[src/rtl/exec_pkg.sv]
// Shared definitions for the execute/writeback stage: op-codes, FSM states
// and the iteration count of the shift-add multiplier.
package exec_pkg;

   typedef enum logic [2:0] {
      OP_ADD = 3'b000,
      OP_SUB = 3'b001,
      OP_AND = 3'b010,
      OP_OR  = 3'b011,
      OP_XOR = 3'b100,
      OP_SLT = 3'b101,
      OP_MUL = 3'b110,
      OP_SHL = 3'b111
   } op_e;

   typedef enum logic [1:0] {
      IDLE = 2'd0,
      MUL  = 2'd1,
      WB   = 2'd2
   } state_e;

   localparam int unsigned MUL_STEPS = 8;
   localparam int unsigned MUL_CNT_W = $clog2(MUL_STEPS);

endpackage

[src/rtl/shift_add_mul.sv]
// Iterative shift-add multiplier, one step per enabled clock. product_o shows
// the accumulator value after the current step so the caller can capture it
// on the same edge that done_o is raised.
module shift_add_mul
   import exec_pkg::*;
#(
   parameter int WIDTH = 8
) (
   input  logic             clock,
   input  logic             resetn,
   input  logic             load_i,
   input  logic             step_i,
   input  logic [WIDTH-1:0] mcand_i,
   input  logic [WIDTH-1:0] mplier_i,
   output logic [WIDTH-1:0] product_o,
   output logic             done_o
);

   localparam logic [MUL_CNT_W-1:0] LAST_STEP = MUL_CNT_W'(MUL_STEPS - 1);

   logic [WIDTH-1:0]     mcand_q, mcand_d;
   logic [WIDTH-1:0]     mplier_q, mplier_d;
   logic [WIDTH-1:0]     acc_q, acc_d;
   logic [MUL_CNT_W-1:0] cnt_q, cnt_d;

   // NOTE: every variable gets a default at the top so no path leaves it unassigned (no latch).
   always_comb begin
      mcand_d  = mcand_q;
      mplier_d = mplier_q;
      acc_d    = acc_q;
      cnt_d    = cnt_q;
      if (load_i) begin
         mcand_d  = mcand_i;
         mplier_d = mplier_i;
         acc_d    = '0;
         cnt_d    = '0;
      end else if (step_i) begin
         if (mplier_q[0]) begin
            acc_d = acc_q + mcand_q;
         end
         mcand_d  = mcand_q << 1;
         mplier_d = mplier_q >> 1;
         cnt_d    = cnt_q + MUL_CNT_W'(1);
      end
   end

   assign product_o = acc_d;
   assign done_o    = step_i && (cnt_q == LAST_STEP);

   // NOTE: state is updated with non-blocking assignments so all registers see pre-edge values.
   always_ff @(posedge clock or negedge resetn) begin
      if (!resetn) begin
         mcand_q  <= '0;
         mplier_q <= '0;
         acc_q    <= '0;
         cnt_q    <= '0;
      end else begin
         mcand_q  <= mcand_d;
         mplier_q <= mplier_d;
         acc_q    <= acc_d;
         cnt_q    <= cnt_d;
      end
   end

endmodule

[src/rtl/execute_wb.sv]
// Execute + writeback stage: single-cycle ALU ops, 8-step iterative multiply,
// then a one-cycle register-file write pulse.
module execute_wb
   import exec_pkg::*;
#(
   parameter int WIDTH = 8
) (
   input  logic             clock,
   input  logic             resetn,
   input  logic             start,
   input  logic [2:0]       op,
   input  logic [WIDTH-1:0] Data1,
   input  logic [WIDTH-1:0] Data2,
   input  logic [2:0]       DestReg,
   output logic             busy,
   output logic [2:0]       WriteReg,
   output logic [WIDTH-1:0] WriteData,
   output logic             RegWrite,
   output logic             Zero,
   output logic             Carry
);

   state_e           state_q;
   logic [2:0]       dest_q;
   logic [2:0]       write_reg_q;
   logic [WIDTH-1:0] write_data_q;
   logic             reg_write_q;
   logic             zero_q;
   logic             carry_q;

   logic [WIDTH-1:0] alu_res;
   logic             alu_carry;
   logic [WIDTH:0]   ext;
   logic             accept;
   logic             mul_load;
   logic             mul_done;
   logic [WIDTH-1:0] mul_product;

   assign accept   = (state_q == IDLE) && start;
   assign mul_load = accept && (op_e'(op) == OP_MUL);

   // Bit WIDTH of ext carries the ADD carry, SUB borrow or last SHL bit shifted out.
   always_comb begin
      alu_res   = '0;
      alu_carry = 1'b0;
      ext       = '0;
      case (op_e'(op))
         OP_ADD: begin
            ext       = {1'b0, Data1} + {1'b0, Data2};
            alu_res   = ext[WIDTH-1:0];
            alu_carry = ext[WIDTH];
         end
         OP_SUB: begin
            ext       = {1'b0, Data1} - {1'b0, Data2};
            alu_res   = ext[WIDTH-1:0];
            alu_carry = ext[WIDTH];
         end
         OP_AND: alu_res = Data1 & Data2;
         OP_OR:  alu_res = Data1 | Data2;
         OP_XOR: alu_res = Data1 ^ Data2;
         OP_SLT: alu_res = {{(WIDTH-1){1'b0}}, (Data1 < Data2)};
         OP_MUL: alu_res = '0;
         OP_SHL: begin
            ext       = {1'b0, Data1} << Data2[2:0];
            alu_res   = ext[WIDTH-1:0];
            alu_carry = ext[WIDTH];
         end
      endcase
   end

   shift_add_mul #(.WIDTH(WIDTH)) u_mul (
      .clock     (clock),
      .resetn    (resetn),
      .load_i    (mul_load),
      .step_i    (state_q == MUL),
      .mcand_i   (Data1),
      .mplier_i  (Data2),
      .product_o (mul_product),
      .done_o    (mul_done)
   );

   always_ff @(posedge clock or negedge resetn) begin
      if (!resetn) begin
         state_q      <= IDLE;
         dest_q       <= '0;
         write_reg_q  <= '0;
         write_data_q <= '0;
         reg_write_q  <= 1'b0;
         zero_q       <= 1'b0;
         carry_q      <= 1'b0;
      end else begin
         reg_write_q <= 1'b0;
         case (state_q)
            IDLE: begin
               if (start) begin
                  dest_q <= DestReg;
                  if (op_e'(op) == OP_MUL) begin
                     state_q <= MUL;
                  end else begin
                     state_q      <= WB;
                     write_reg_q  <= DestReg;
                     write_data_q <= alu_res;
                     zero_q       <= (alu_res == '0);
                     carry_q      <= alu_carry;
                     reg_write_q  <= (DestReg != 3'd0);
                  end
               end
            end
            MUL: begin
               if (mul_done) begin
                  state_q      <= WB;
                  write_reg_q  <= dest_q;
                  write_data_q <= mul_product;
                  zero_q       <= (mul_product == '0);
                  carry_q      <= 1'b0;
                  reg_write_q  <= (dest_q != 3'd0);
               end
            end
            WB:      state_q <= IDLE;
            default: state_q <= IDLE;
         endcase
      end
   end

   assign busy      = (state_q != IDLE);
   assign WriteReg  = write_reg_q;
   assign WriteData = write_data_q;
   assign RegWrite  = reg_write_q;
   assign Zero      = zero_q;
   assign Carry     = carry_q;

endmodule

[config.mk]
export PLATFORM = sky130hd
export DESIGN_NAME = execute_wb
export DESIGN_NICKNAME = d
export VERILOG_FILES = /design/src/rtl/exec_pkg.sv /design/src/rtl/shift_add_mul.sv /design/src/rtl/execute_wb.sv
export SDC_FILE = /design/constraint.sdc
export NUM_CORES = 1
export LEC_CHECK = 0
export CAP_MARGIN = 40
export CORE_UTILIZATION = 55
export CTS_BUF_LIST = sky130_fd_sc_hd__clkbuf_8
export DETAILED_ROUTE_END_ITERATION = 6
export GPL_ROUTABILITY_DRIVEN = 0
export PLACE_DENSITY = 0.79
export SKIP_LAST_GASP = 1
export SLEW_MARGIN = 20
export SYNTH_ARGS = -nofsm -noshare
export SYNTH_HDL_FRONTEND = slang
export SYNTH_HIERARCHICAL = 1
export SYNTH_SLANG_ARGS = --single-unit
[constraint.sdc]
create_clock -name clock -period 3.27 [get_ports clock]
set_clock_uncertainty 0.05 [all_clocks]
set_input_delay 0.654 -clock clock [delete_from_list [all_inputs] [get_ports clock]]
set_output_delay 0.654 -clock clock [all_outputs]
set_load 0.05 [all_outputs]
==> flow_summary.json <==
{
  "status": "finished clean",
  "coreArea_sq_um": 6830,
  "min_period_over_period_pct": 92.3,
  "clk_latency_ns": 0.30,
  "synth.most_common_cell": "nand2_1",
  "synth_top_area_share_pct": 29.6,
  "r2r-end": "Zero",
  "synthTopCellsByArea": "dfrtp_1, ha_1, mux2i_1",
  "drtAntennaViolNets": 0,
  "vias": 3682,
  "reg2reg_depth": 10,
  "use_met3_pct": 3.08,
  "initial_core_util_pct": 57.0,
  "rsz0062_at_grt": "no",
  "grt_overflow": 0,
  "p_leak_nw": 2.03,
  "die_w_um": 86.2,
  "fin_crit_ns": 3.02,
  "reg2reg_slack_ns": 0.35,
  "cts_sinks": 46,
  "ys_types": 75,
  "grt_pass1_wl_mm": 17.9,
  "root_buffer": "clkbuf_8",
  "yosysWarnings": 6,
  "met1_usage_pct": 39.1,
  "cap_violations": 0,
  "crit_start": "Data2[3]",
  "drive_gt1_share_pct": 13.2,
  "routedWlPerCell_um": 17.6,
  "cts_setup_buffers": 0,
  "grt_pass1_vias": 3658,
  "critPathCaptureType": "register",
  "grt_start_max_net_pins": 31,
  "peakVddDrop_uv": 230,
  "synth_fp_nets": 512,
  "drcViolationCount": 0,
  "die_h_um": 86.2,
  "setup_violations": 0,
  "io_pins": 40,
  "synth_area_per_cell_sq_um": 8.66,
  "synth_top_area_cell": "dfrtp_1",
  "synth_edf_count": 0,
  "synth_seq_cells": 46,
  "cts_made_buffers": 5,
  "crit_top_cell": "mux2_2",
  "cp-endpoint": "WriteData[0]",
  "syn_to_final_growth_pct": 19.4,
  "htree_num_levels": 2,
  "routed_wl_mm": 10.6,
  "rows": 30,
  "start_kind": "input pin",
  "ys_top_cells_by_count": "nand2_1, dfrtp_1, ha_1",
  "path_cells": "clkdlybuf4s50_1 -> inv_1 -> ha_1 -> nor2_1 -> nand3_1 -> a31oi_1 -> nor2b_1 -> o21ai_1 -> mux2_2 -> mux2_2",
  "io_buffers": 39,
  "cts_hold_buf": 0,
  "tns_ns": 0,
  "clk_pin_slew_worst_paths_ns": 0.09,
  "synth.yosys.seq_area_share_pct": 29.6,
  "first_iter_violations": 277,
  "dieArea_sq_um": 7420,
  "max_stage_delay_ns": 0.55,
  "via_per_inst": 6.11,
  "diodes": 0,
  "grt.total_usage_pct": 30.5,
  "max_slew_margin_pct": 58.6,
  "grtUsageMet2_pct": 53.2,
  "grt_antenna_before_repair": 0,
  "slowest_stage": "clkdlybuf4s50_1",
  "clk_path_buf_depth": 2,
  "postSynthCellCount": 450,
  "worstSetupPathType": "in2reg",
  "path_max_fanout": 6,
  "crit_required_ns": 3.41,
  "p_per_area_nw_per_um2": 587,
  "cts_tree": "yes",
  "utilization_pct": 68.1,
  "synth-async-reset-ratio_pct": 100,
  "nets": 568,
  "cts.repair.resized": 0,
  "worstPathArrival_ns": 3.16,
  "worst_pin_slew_ns": 0.611,
  "fin_total_pwr_w": 0.00273,
  "dp_hpwl_mm": 8.36,
  "clock.fmax_mhz": 331,
  "hold_viol_final": 0,
  "slew_violations": 0,
  "hp-class": "in2async",
  "synthFlopType": "dfrtp_1",
  "drtPass1Iterations": 5,
  "rr_startpoint": "u_mul/mcand_q[0]",
  "syn_area_sq_um": 3890,
  "grt_busiest_layer": "met2"
}
[cell type report]
cell class                      instances  area (sq um)
Multi-Input combinational cell        351          2520
Fill cell                             571          2180
Sequential cell                        46          1150
Timing Repair Buffer                   72           666
Tap cell                               96           120
Inverter                               30           113
Clock buffer                            5          68.8
Clock inverter                          3          17.5
[routing by layer]
| layer | wire length, um | vias to the layer above |
|---|---|---|
| li1 | - | 1747 |
| met1 | 4350 | 1711 |
| met2 | 5180 | 192 |
| met3 | 727 | 32 |
| met4 | 343 | 0 |
| met5 | 0 | - |
[worst min-delay path by stage]
stage | from | to | cells after the start
after floorplan | resetn | Carry | 0
after global placement | dest_q[2] | dest_q[2] | 2
after detailed placement | dest_q[1] | dest_q[1] | 2
after CTS | resetn | u_mul/mplier_q[2] | 1
after global routing | resetn | u_mul/mplier_q[1] | 1
final | resetn | u_mul/mplier_q[0] | 1
[state kept, by name (all words and copies together), names as in the netlist, 2 cells and up]
name / flops
state_q: 2
u_mul/mplier_q: 8
u_mul/cnt_q: 3
WriteReg: 3
u_mul/mcand_q: 8
WriteData: 8
u_mul/acc_q: 8
dest_q: 3
[cells in the final DEF, fill, tap and decap left out, types with 21 or more instances in the layout]
cell type	n
buf_4	31
mux2i_1	21
inv_1	29
clkdlybuf4s50_1	38
nor2_1	31
nand2_1	49
a21oi_1	30
ha_1	34
o21ai_0	21
dfrtp_1	46
[worst max-delay path, delay by kind of cell]
family	cells	cell delay, ns
AO/OA/AOI/OAI	2	0.33
adder cells (fa/ha/maj)	1	0.38
buffers and inverters	2	0.63
multiplexers	2	0.54
AND/OR/NAND/NOR	3	0.61
[cell families (layout without fill, tap and decap cells)]
kind of cell / after synthesis / after routing / share of synthesized area (%)
multiplexers: 31 / 31 / 9.06
AND/OR/NAND/NOR: 150 / 150 / 19.3
adder cells (fa/ha/maj): 37 / 37 / 12.5
AO/OA/AOI/OAI: 126 / 126 / 22.2
buffers and inverters: 53 / 110 / 5.91
flip-flops: 46 / 46 / 29.6
XOR/XNOR: 7 / 7 / 1.57
[power breakdown]
group          leakage [nW]  total, W  internal (W)  switching [W]
logic                  1.41   0.00143      0.000585       0.000848
clock network        0.0493  0.000341      0.000148       0.000193
registers             0.571  0.000956      0.000793       0.000164
total                  2.03   0.00273       0.00153        0.00120
[metrics by stage]
stage / setup slack (ns) / cell area (sq um) / hold slack (ns) / instances
final: 0.251 / 4650 / 0.315 / 603
after global routing: 0.0385 / 4650 / 0.355 / 603
after CTS: 0.291 / 4650 / 0.327 / 603
after detailed placement: -0.0257 / 4570 / 0.443 / 595
after global placement: 0.0683 / 4540 / 0.432 / 594
after floorplan: 0.482 / 3890 / 0.308 / 450
Note: power is estimated with default switching activity, not from simulation.
